[src/rtl/sdram_arbiter.sv]
// Shares the SDRAM controller command port between the CPU memory slot and a
// byte-wide ROM loader. The CPU always wins at an idle slot; the loader fills gaps.
module sdram_arbiter #(
    parameter int TCMD = 8,
    parameter int TRD  = 6,
    parameter int LAW  = 24
) (
    input  logic           clock,
    input  logic           reset,
    input  logic           ready,
    input  logic           cpuCe,
    input  logic           cpuRf,
    input  logic           cpuRd,
    input  logic           cpuWr,
    input  logic [18:0]    cpuA,
    input  logic [7:0]     cpuD,
    output logic [7:0]     cpuQ,
    output logic           cpuQv,
    input  logic           ldReq,
    input  logic [LAW-1:0] ldA,
    input  logic [7:0]     ldD,
    output logic           ldAck,
    output logic           busy,
    output logic           ovr,
    output logic           sdrRf,
    output logic           sdrRd,
    output logic           sdrWr,
    output logic [23:0]    sdrA,
    output logic [15:0]    sdrD,
    input  logic [15:0]    sdrQ
);

    typedef enum logic [1:0] {IDLE, CMD, WAIT} state_t;
    typedef enum logic [1:0] {K_RF, K_RD, K_WR} kind_t;

    state_t      state_q, state_d;
    logic [3:0]  cnt_q, cnt_d;
    logic [3:0]  rd_cnt_q, rd_cnt_d;
    logic        pend_v_q, pend_v_d;
    kind_t       pend_kind_q, pend_kind_d;
    logic [18:0] pend_a_q, pend_a_d;
    logic [7:0]  pend_d_q, pend_d_d;
    logic        ovr_q, ovr_d;
    logic [7:0]  rdata_q, rdata_d;
    logic        rdata_v_q, rdata_v_d;
    logic        ld_ack_q, ld_ack_d;
    logic        busy_q, busy_d;
    logic        sdr_rf_q, sdr_rf_d;
    logic        sdr_rd_q, sdr_rd_d;
    logic        sdr_wr_q, sdr_wr_d;
    logic [23:0] sdr_a_q, sdr_a_d;
    logic [15:0] sdr_d_q, sdr_d_d;

    logic        cpu_req, can_issue, issue_pend, issue_byp, issue_ld;
    kind_t       new_kind, cmd_kind;
    logic [18:0] cmd_a;
    logic [7:0]  cmd_dat;

    // Only the low byte of the controller read word is returned to the CPU.
    logic unused_sdrq_hi;
    assign unused_sdrq_hi = ^sdrQ[15:8];

    // NOTE: every variable gets its hold/idle value first, so no path through
    // the branches below can leave one unassigned and infer a latch.
    always_comb begin
        state_d     = state_q;
        cnt_d       = cnt_q;
        rd_cnt_d    = rd_cnt_q;
        pend_v_d    = pend_v_q;
        pend_kind_d = pend_kind_q;
        pend_a_d    = pend_a_q;
        pend_d_d    = pend_d_q;
        ovr_d       = ovr_q;
        rdata_d     = rdata_q;
        rdata_v_d   = 1'b0;
        ld_ack_d    = 1'b0;
        sdr_rf_d    = 1'b1;
        sdr_rd_d    = 1'b1;
        sdr_wr_d    = 1'b1;
        sdr_a_d     = sdr_a_q;
        sdr_d_d     = sdr_d_q;

        cpu_req = cpuCe & (cpuRf | cpuRd | cpuWr);
        if (cpuWr)      new_kind = K_WR;
        else if (cpuRd) new_kind = K_RD;
        else            new_kind = K_RF;

        can_issue  = (state_q == IDLE) && ready;
        issue_pend = can_issue && pend_v_q;
        issue_byp  = can_issue && !pend_v_q && cpu_req;
        issue_ld   = can_issue && !pend_v_q && !cpu_req && ldReq;

        if (issue_pend) begin
            cmd_kind = pend_kind_q;
            cmd_a    = pend_a_q;
            cmd_dat  = pend_d_q;
            pend_v_d = 1'b0;
        end else begin
            cmd_kind = new_kind;
            cmd_a    = cpuA;
            cmd_dat  = cpuD;
        end

        // A fresh request lands in the pending slot unless it goes out directly.
        if (cpu_req) begin
            if (pend_v_q && !issue_pend) ovr_d = 1'b1;
            if (!issue_byp) begin
                pend_v_d    = 1'b1;
                pend_kind_d = new_kind;
                pend_a_d    = cpuA;
                pend_d_d    = cpuD;
            end
        end

        if (rd_cnt_q != 4'd0) begin
            rd_cnt_d = rd_cnt_q - 4'd1;
            if (rd_cnt_q == 4'd1) begin
                rdata_d   = sdrQ[7:0];
                rdata_v_d = 1'b1;
            end
        end

        unique case (state_q)
            IDLE: begin
                if (issue_pend || issue_byp) begin
                    state_d = CMD;
                    sdr_a_d = {5'd0, cmd_a};
                    sdr_d_d = {2{cmd_dat}};
                    unique case (cmd_kind)
                        K_WR: sdr_wr_d = 1'b0;
                        K_RD: begin
                            sdr_rd_d = 1'b0;
                            rd_cnt_d = 4'(TRD);
                        end
                        default: sdr_rf_d = 1'b0;
                    endcase
                end else if (issue_ld) begin
                    state_d  = CMD;
                    sdr_a_d  = 24'(ldA);
                    sdr_d_d  = {2{ldD}};
                    sdr_wr_d = 1'b0;
                    ld_ack_d = 1'b1;
                end
            end
            CMD: begin
                if (TCMD == 2) begin
                    state_d = IDLE;
                end else begin
                    state_d = WAIT;
                    cnt_d   = 4'(TCMD - 2);
                end
            end
            WAIT: begin
                cnt_d = cnt_q - 4'd1;
                if (cnt_q == 4'd1) state_d = IDLE;
            end
            default: state_d = IDLE;
        endcase

        busy_d = (state_d != IDLE);
    end

    // NOTE: state registers use non-blocking assignments so every flop samples
    // the values from before this edge, independent of statement order.
    always_ff @(posedge clock or posedge reset) begin
        if (reset) begin
            state_q     <= IDLE;
            cnt_q       <= 4'd0;
            rd_cnt_q    <= 4'd0;
            pend_v_q    <= 1'b0;
            pend_kind_q <= K_RF;
            pend_a_q    <= '0;
            pend_d_q    <= '0;
            ovr_q       <= 1'b0;
            rdata_q     <= 8'hFF;
            rdata_v_q   <= 1'b0;
            ld_ack_q    <= 1'b0;
            busy_q      <= 1'b0;
            sdr_rf_q    <= 1'b1;
            sdr_rd_q    <= 1'b1;
            sdr_wr_q    <= 1'b1;
            sdr_a_q     <= '0;
            sdr_d_q     <= '0;
        end else begin
            state_q     <= state_d;
            cnt_q       <= cnt_d;
            rd_cnt_q    <= rd_cnt_d;
            pend_v_q    <= pend_v_d;
            pend_kind_q <= pend_kind_d;
            pend_a_q    <= pend_a_d;
            pend_d_q    <= pend_d_d;
            ovr_q       <= ovr_d;
            rdata_q     <= rdata_d;
            rdata_v_q   <= rdata_v_d;
            ld_ack_q    <= ld_ack_d;
            busy_q      <= busy_d;
            sdr_rf_q    <= sdr_rf_d;
            sdr_rd_q    <= sdr_rd_d;
            sdr_wr_q    <= sdr_wr_d;
            sdr_a_q     <= sdr_a_d;
            sdr_d_q     <= sdr_d_d;
        end
    end

    assign cpuQ  = rdata_q;
    assign cpuQv = rdata_v_q;
    assign ldAck = ld_ack_q;
    assign busy  = busy_q;
    assign ovr   = ovr_q;
    assign sdrRf = sdr_rf_q;
    assign sdrRd = sdr_rd_q;
    assign sdrWr = sdr_wr_q;
    assign sdrA  = sdr_a_q;
    assign sdrD  = sdr_d_q;

endmodule

[config.mk]
export PLATFORM = sky130hd
export DESIGN_NAME = sdram_arbiter
export DESIGN_NICKNAME = d
export VERILOG_FILES = /design/src/rtl/sdram_arbiter.sv
export SDC_FILE = /design/constraint.sdc
export NUM_CORES = 1
export LEC_CHECK = 0
export ABC_CLOCK_PERIOD_IN_PS = 2600
export CAP_MARGIN = 20
export CORE_MARGIN = 2
export CORE_UTILIZATION = 41
export CTS_BUF_LIST = sky130_fd_sc_hd__clkbuf_16
export CTS_CLUSTER_DIAMETER = 80
export DETAILED_ROUTE_END_ITERATION = 12
export PLACE_DENSITY = 0.75
export SKIP_LAST_GASP = 1
export SYNTH_ARGS = -nofsm -noshare
export SYNTH_HDL_FRONTEND = slang
export SYNTH_SLANG_ARGS = --single-unit
[constraint.sdc]
create_clock -name clock -period 2.6 [get_ports clock]
set_input_delay 0.52 -clock clock [delete_from_list [all_inputs] [get_ports clock]]
set_output_delay 0.52 -clock clock [all_outputs]
set_load 0.05 [all_outputs]
## Yosys cells after proc, flatten, opt, wreduce, memory -nomap -nowiden

Index checks and enable logic that the tools add are counted.

- Register bits: 95
- Latch bits: 0
- Memory bits (writable): 0
- Memory bits (read-only): 0
- Input port bits: 83
- Output and inout port bits: 55
- Logic and storage cells: 86
- Memories: 0

- $add $sub $neg: 2
- Multiply operators: 0
- Div/mod/pow operators: 0
- Magnitude comparators: 0
- Equality and inequality tests: 6
- Shift operators: 0
- Muxes and demuxes: 36
- Bitwise logic cells: 4
- Reduce and logical (&&, ||, !) cells: 21

Operator list:

| cell | number |
|---|---|
| 24-bit two-way mux | 2 |
| 16-bit two-way mux | 2 |
| 1-bit two-way mux | 19 |
| 19-bit two-way mux | 1 |
| 4-bit two-way mux | 4 |
| 2-bit two-way mux | 5 |
| 4-bit by 1-bit equality test with 1-bit output, second input constant | 2 |
| 8-bit two-way mux | 1 |
| 4-bit one-hot mux with 2 select lines | 1 |
| 2-bit AND reduction | 4 |
| 4-bit by 1-bit subtractor with 4-bit output, second input constant | 2 |
| 1-bit logical AND | 7 |
| 2-bit one-hot mux with 3 select lines | 1 |
| 2-bit nonzero test | 3 |
| 2-bit by 1-bit equality test with 1-bit output, second input constant | 2 |
| 2-bit equality test, second input constant | 2 |
| 4-bit nonzero test | 1 |
| 1-bit logical NOT | 3 |
| 2-bit logical NOT | 1 |
| 1-bit bitwise OR | 2 |
| 2-bit OR reduction | 1 |
| 1-bit bitwise AND | 1 |
| 1-bit logical OR | 1 |
| 1-bit inverter | 1 |

## Depth between registers and ports, before layout

Gate-level depths: netlist of run 1.

- Depth in word-level cells: 10
- Gate-level depth with buffers: 10
- Depth with buffers taken out: 10

## Least setup slack after synthesis of run 1

No wires, ideal clock.

- Kind: reg2reg
- Start point: register state_q[1]
- End point: register rd_cnt_q[1]
- Library setup time: 0.137 ns
- Data arrival time: 1.749 ns
- Path slack: 0.714 ns
- Stages on the path, launching flop included: 11
- Buffers on the path: 0
- Cell sequence: dfrtp_1 > inv_1 > ha_1 > and2_1 > nand2_1 > mux2i_1 > inv_1 > ha_1 > and3_1 > inv_1 > o211ai_1

- Longest elaborated chain between the ends: 8
- Elaborated cells on any way between the ends: 11
- Those cells by class: 1 x eq/ne; 4 x mux; 6 x reduce/logical

Ends and longest elaborated chain:

| what | RTL line | RTL |
|---|---|---|
| start, declared | 36 | `state_t state_q, state_d;` |
| start signal, assigned | 185 | `state_q <= state_d;` |
| 2-bit logical NOT (*) | 88, 123 |  |
| 1-bit logical AND | 88 | `can_issue = (state_q == IDLE) && ready;` |
| 1-bit logical AND | 89 | `issue_pend = can_issue && pend_v_q;` |
| 2-bit two-way mux | 93 | `if (issue_pend) begin` |
| 2-bit by 1-bit equality test with 1-bit output | 129 | `unique case (cmd_kind)` |
| 4-bit two-way mux | 129 |  |
| 4-bit two-way mux | 125 | `if (issue_pend \|\| issue_byp) begin` |
| 4-bit two-way mux (*) | 123 | `unique case (state_q)` |
| net rd_cnt_d[1] | 38 | `logic [3:0] rd_cnt_q, rd_cnt_d;` |
| end signal, assigned | 187 | `rd_cnt_q <= rd_cnt_d;` |
| end, declared | 38 |  |

Mark *: on every way through the listed nets, which the timed path passes. The rest lies on a longest branch.
A chain may end at the register's enable or synchronous reset.

## Worst setup path in the final report of run 1

- Start point: register rdata_q[6], in the netlist cpuQ[6]
- End point: output port cpuQ[6]

RTL lines:

| what | RTL line | RTL |
|---|---|---|
| start, declared | 44 | `logic [7:0] rdata_q, rdata_d;` |
| start signal, assigned | 193 | `rdata_q <= rdata_d;` |
| end, declared | 17 | `output logic [7:0] cpuQ,` |

No word-level cell between the ends.

==> results of run 1 <==
flip-flops by register name, indices dropped and copies added (netlist names), 2 cells and up:
signal / count
sdrD: 8
sdrA: 24
cpuQ: 8
pend_a_q: 19
pend_kind_q: 2
state_q: 2
rd_cnt_q: 4
pend_d_q: 8
cnt_q: 4
Yosys cell counts, drive strengths merged:
cell type	n
mux2	37
maj3	1
nor2	6
o311ai	27
a211oi	1
o31a	1
clkbuf	7
nor2b	1
o211ai	1
o21bai	1
o41ai	1
o21ai	3
dfrtp	76
a31o	1
and3	2
o31ai	2
inv	10
nor4b	1
and2	2
nor3b	1
ha	10
buf	24
a31oi	2
or2	2
nand3b	2
or3	1
nand2	33
o2bb2ai	1
mux2i	29
xnor2	1
nand2b	1
a21oi	3
dfstp	11
nand3	31
nor3	1
a22o	5
or3b	1
path summary, 6_finish.rpt:
kind | from | to | slack, ns | cells past startpoint
min in group asynchronous | reset | cnt_q[2] | 0.62 | 2
worst min-delay path | ovr | ovr | 0.47 | 1
worst min register to register | ovr | ovr | 0.47 | 1
max in group asynchronous | reset | cpuQ[0] | 1.36 | 3
worst max-delay path | cpuQ[6] | cpuQ[6] | 0.43 | 1
worst max register to register | state_q[1] | rd_cnt_q[1] | 0.50 | 10
layout make-up:
type / instances / area (sq um) / share of cell area
clock buffers: 9 / 225.2 / 0.03868
well taps: 133 / 166.4 / 0.02858
repair buffers: 143 / 1446 / 0.2484
flip-flops and latches: 87 / 2192 / 0.3765
multi-input cells: 212 / 1698 / 0.2916
clock inverters: 7 / 52.55 / 0.009026
inverters: 10 / 41.29 / 0.007092
metal layers:
layer  up-vias  part of all wire  global-route usage
li1       1480                 -                   -
met5         -                 0                   0
met1      1556              0.43              0.2311
met4         0             0.016             0.07625
met3        13             0.042             0.04154
met2        83              0.51              0.3299
where the power goes:
| part | leakage, nW | internal, mW | total (mW) | switching [mW] |
|---|---|---|---|---|
| combinational | 1.30 | 1.36 | 3.55 | 2.19 |
| clock | 0.153 | 0.724 | 1.21 | 0.488 |
| sequential | 1.04 | 1.88 | 2.24 | 0.358 |
| total | 2.49 | 3.97 | 7.01 | 3.04 |
logic make-up (layout without fill, tap and decap cells):
logic type               Yosys count  count (layout)  synth area share
adder cells (fa/ha/maj)           11              11           0.03308
buffers and inverters             41             169           0.05115
multiplexers                      66              66            0.1730
AND/OR/NAND/NOR                   85              85            0.1029
flip-flops                        87              87            0.5363
XOR/XNOR                           1               1          0.002144
AO/OA/AOI/OAI                     49              49            0.1014
stage by stage:
stage / power [mW] / cells / setup WS, ns / hold slack, ns
after floorplan: 4.694 / 340 / 0.7139 / 0.4463
after global placement: 5.745 / 585 / 0.2361 / 0.4575
after detailed placement: 5.832 / 585 / 0.2153 / 0.4578
after CTS: 7.078 / 601 / 0.4094 / 0.4725
after global routing: 7.373 / 601 / 0.3359 / 0.4875
final: 7.006 / 601 / 0.4297 / 0.4681
==> impl_metrics.py, run 1 <==
metrics = {
    "die": {
        "start_util": 0.4199,
        "die_h_microns": 103.8,
        "core_region_area_sq_mm": 0.009729,
        "rows": 36,
        "fp.dieArea_sq_mm": 0.01078,
        "dieWidth_microns": 103.8,
        "num_io_pins": 138,
    },
    "pwr": {
        "cellLeakagePower_nw": 2.492,
        "powerDensity_mw_per_mm2": 1203,
        "ir_drop_mv": 0.5891,
    },
    "sta": {
        "drv_slew": 0,
        "fin_crit_sh": 0.8347,
        "fmax_mhz": 460.8,
        "max_slew_margin": 0.5877,
        "fin_crit_ns": 2.170,
        "hold_viol_final": 0,
        "skew_ns": 0.005742,
        "worst_slew_pin_slew_ns": 0.6172,
        "setup_tns_ns": 0,
        "setup_viol": 0,
        "rsz0062_at_grt": "no",
    },
    "routing": {
        "num_vias": 3132,
        "drt-initial-drc-count": 104,
        "wl_mm": 9.877,
        "drtPass1Iterations": 4,
        "ant_nets": 0,
        "drt-vias-per-instance": 5.211,
        "wire_per_inst_microns": 16.43,
        "drc": 0,
    },
    "global_routing": {
        "antenna_found_initial": 0,
        "grt_pass1_vias": 3313,
        "globalRouteOverflowTotal": 0,
        "grt_max_degree": 37,
        "grt_use_total": 0.1907,
        "grt_pass1_wl_mm": 16.53,
    },
    "worst_setup_path": {
        "path_buf_inv": 1,
        "path_class": "reg2out",
        "worst_ep_required_time_ns": 2.08,
        "critPathCaptureType": "output port",
        "slowest_stage": "clkdlybuf4s50_1",
        "crit_chain": "clkdlybuf4s50_1",
        "arrival_ns": 1.65,
        "worstPathMaxFanout": 2,
        "crit_path_start_kind": "register",
        "max_stage_delay_ns": 0.80,
        "cp_top_family": "buffers and inverters",
    },
    "yosys": {
        "yosysUniqueCellTypes": 42,
        "ys_seq_area_frac": 0.5363,
        "synth_top_area_share": 0.4655,
        "synth_top_area_cell": "dfrtp_1",
        "avgSynthCellArea_sq_um": 12.02,
        "netlist_instances": 340,
        "synth_seq_cells": 87,
        "syn_nets": 433,
        "synth.area.top_cells": "dfrtp_1, mux2_2, mux2i_1",
        "syn_area_sq_mm": 0.004085,
        "ys_warn_count": 0,
    },
    "clock_tree": {
        "h-tree-depth": 3,
        "cts_tree": "built",
        "clockRootBuffer": "clkbuf_16",
        "cts.sinks": 87,
        "clkSlewWorstSetupHoldPaths_ns": 0.06,
        "clock_latency_ns": 0.33,
        "clk_path_buf_depth": 2,
        "post_cts_resized": 0,
        "post_cts_buffers": 0,
        "cts_buffers": 9,
        "hold_buffers": 0,
    },
    "layout": {
        "layout_commonest_cell": "clkdlybuf4s50_1",
        "nets": 556,
        "num-fill-cells": 826,
        "postLayoutCellArea_sq_mm": 0.005822,
        "final_util": 0.5984,
        "num_antenna_cells": 0,
        "final_cell_mix": "clkdlybuf4s50_1, dfrtp_1, mux2_2, nand2_1, nand3_1",
        "area_delta_synth_final_pct": 42.51,
        "drive_above_1_share": 0.1752,
    },
    "hold_path": {
        "hold_class": "reg2reg",
    },
    "place": {
        "place_area_sq_mm": 0.005544,
        "portBuffers": 129,
        "hpwlAfterDp_mm": 6.939,
        "place_congestion": 0.7474,
    },
    "status": {
        "status": "finished, final reports clean",
    },
    "flow_run": {
        "cap_violations": 0,
    },
}
No activity file was read; power rests on OpenSTA's default activity.
==> run 2: changes to the inputs <==
Settings changed: ABC_CLOCK_PERIOD_IN_PS 2600 to 1950.
Clock period 2.6 ns to 1.95 ns, I/O delays scaled along.
==> run 2 against run 1 <==
Effect of this change:
- sequential cell count stayed put
- total power is 36% higher
- critical path depth stayed put
- critical path type unchanged
- highest routed layer unchanged
==> impl_metrics.py, run 2 (same netlist as run 1, synthesis figures left out) <==
metrics = {
    "status": {
        "status": "finished, final reports clean",
    },
    "clock_tree": {
        "cts_buffers": 9,
        "cts.sinks": 87,
        "clk_path_buf_depth": 2,
        "clkSlewWorstSetupHoldPaths_ns": 0.06,
        "clockRootBuffer": "clkbuf_16",
        "hold_buffers": 0,
        "clock_latency_ns": 0.33,
        "h-tree-depth": 3,
        "cts_tree": "built",
    },
    "layout": {
        "num_antenna_cells": 0,
        "layout_commonest_cell": "clkdlybuf4s50_1",
        "instances_no_fill": 615,
        "final_util": 0.6119,
        "final_cell_mix": "clkdlybuf4s50_1, dfrtp_1, buf_4, mux2_2, nand2_1",
        "largest_reg_flops": 24,
        "nets": 570,
        "postLayoutCellArea_sq_mm": 0.005953,
        "area_delta_synth_final_pct": 45.73,
        "drive_above_1_share": 0.2573,
    },
    "place": {
        "place_congestion": 0.7507,
        "hpwlAfterDp_mm": 7.068,
        "portBuffers": 129,
        "pre_cts_ws_ns": -0.2091,
        "place_area_sq_mm": 0.005609,
        "place.detailed.instances": 597,
    },
    "sta": {
        "max_slew_margin": 0.6569,
        "fmax_mhz": 522.3,
        "worst_slew_pin_slew_ns": 0.5131,
        "rsz0062_at_grt": "yes",
        "setup_tns_ns": 0,
        "fin_crit_ns": 1.915,
        "worst_slack_ns": 0.03539,
        "timing.hold.ws_ns": 0.4676,
        "hold_viol_final": 0,
        "drv_slew": 0,
        "setup_viol": 0,
        "skew_ns": 0.004362,
        "fin_crit_sh": 0.9819,
    },
    "die": {
        "dieWidth_microns": 103.8,
        "num_io_pins": 138,
        "core_region_area_sq_mm": 0.009729,
        "rows": 36,
        "fp.dieArea_sq_mm": 0.01078,
        "start_util": 0.4199,
        "die_h_microns": 103.8,
    },
    "worst_setup_path": {
        "path_buf_inv": 1,
        "slowest_stage": "clkdlybuf4s50_1",
        "worstPathMaxFanout": 3,
        "cp_top_family": "buffers and inverters",
        "worst_ep_required_time_ns": 1.56,
        "arrival_ns": 1.52,
        "critPathCaptureType": "output port",
        "path_class": "reg2out",
        "crit_chain": "clkdlybuf4s50_1",
        "crit_path_start_kind": "register",
        "max_stage_delay_ns": 0.82,
    },
    "pwr": {
        "finalPower_mw": 9.556,
        "ir_drop_mv": 0.8030,
        "powerDensity_mw_per_mm2": 1605,
        "cellLeakagePower_nw": 2.650,
    },
    "routing": {
        "drt-vias-per-instance": 5.189,
        "ant_nets": 0,
        "drt-initial-drc-count": 114,
        "num_vias": 3191,
        "drtPass1Iterations": 4,
        "wire_per_inst_microns": 16.38,
        "wl_mm": 10.07,
        "drc": 0,
    },
    "flow_run": {
        "cap_violations": 0,
    },
    "global_routing": {
        "grt_pass1_wl_mm": 16.44,
        "antenna_found_initial": 0,
        "grt_util_met2": 0.3167,
        "globalRouteOverflowTotal": 0,
        "met3_usage": 0.03965,
        "grt-busiest-layer": "met2",
        "use_met1": 0.2406,
        "grt_pass1_vias": 3307,
        "grt_use_total": 0.1888,
        "grt_max_degree": 40,
    },
    "hold_path": {
        "hold_class": "reg2reg",
    },
}
-- run 2: worst paths after layout --
| check | slack [ns] | to | startpoint | cells past startpoint |
|---|---|---|---|---|
| setup reg to reg | 0.09 | rd_cnt_q[1] | state_q[0] | 10 |
| setup / recovery | 0.04 | sdrD[10] | sdrD[10] | 1 |
| max in group asynchronous | 1.12 | cpuQ[6] | reset | 3 |
| hold reg to reg | 0.47 | ovr | ovr | 1 |
| hold / removal | 0.47 | ovr | ovr | 1 |
| min in group asynchronous | 0.54 | sdrWr | reset | 2 |
-- run 2: where the power goes --
group          switching, mW  internal (mW)
Combinational           3.02           1.88
Sequential             0.424           2.51
Clock                  0.729          0.998
Total                   4.17           5.39
-- run 2: timing repair --
item | 4_1_cts | 5_1_grt
buffers inserted | 1 | 1
pin swaps | 1 | 0
gates resized for setup | 6 | 11
endpoints found under the setup margin | 7 | 11
-- run 2: metal layers --
| layer | vias up | wire length (microns) | part of all wire |
|---|---|---|---|
| li1 | 1511 | - | - |
| met2 | 86 | 5197 | 0.52 |
| met5 | - | 0 | 0 |
| met3 | 12 | 484 | 0.048 |
| met1 | 1582 | 4258 | 0.42 |
| met4 | 0 | 129 | 0.013 |
-- run 2: area by class of cell --
cell class,count,area [sq um]
fill,789,3776
clock buffer,9,225.2
inverter,10,41.29
timing repair buffer,157,1538
multi-input combinational,212,1719
tap,133,166.4
clock inverter,7,71.32
sequential,87,2192
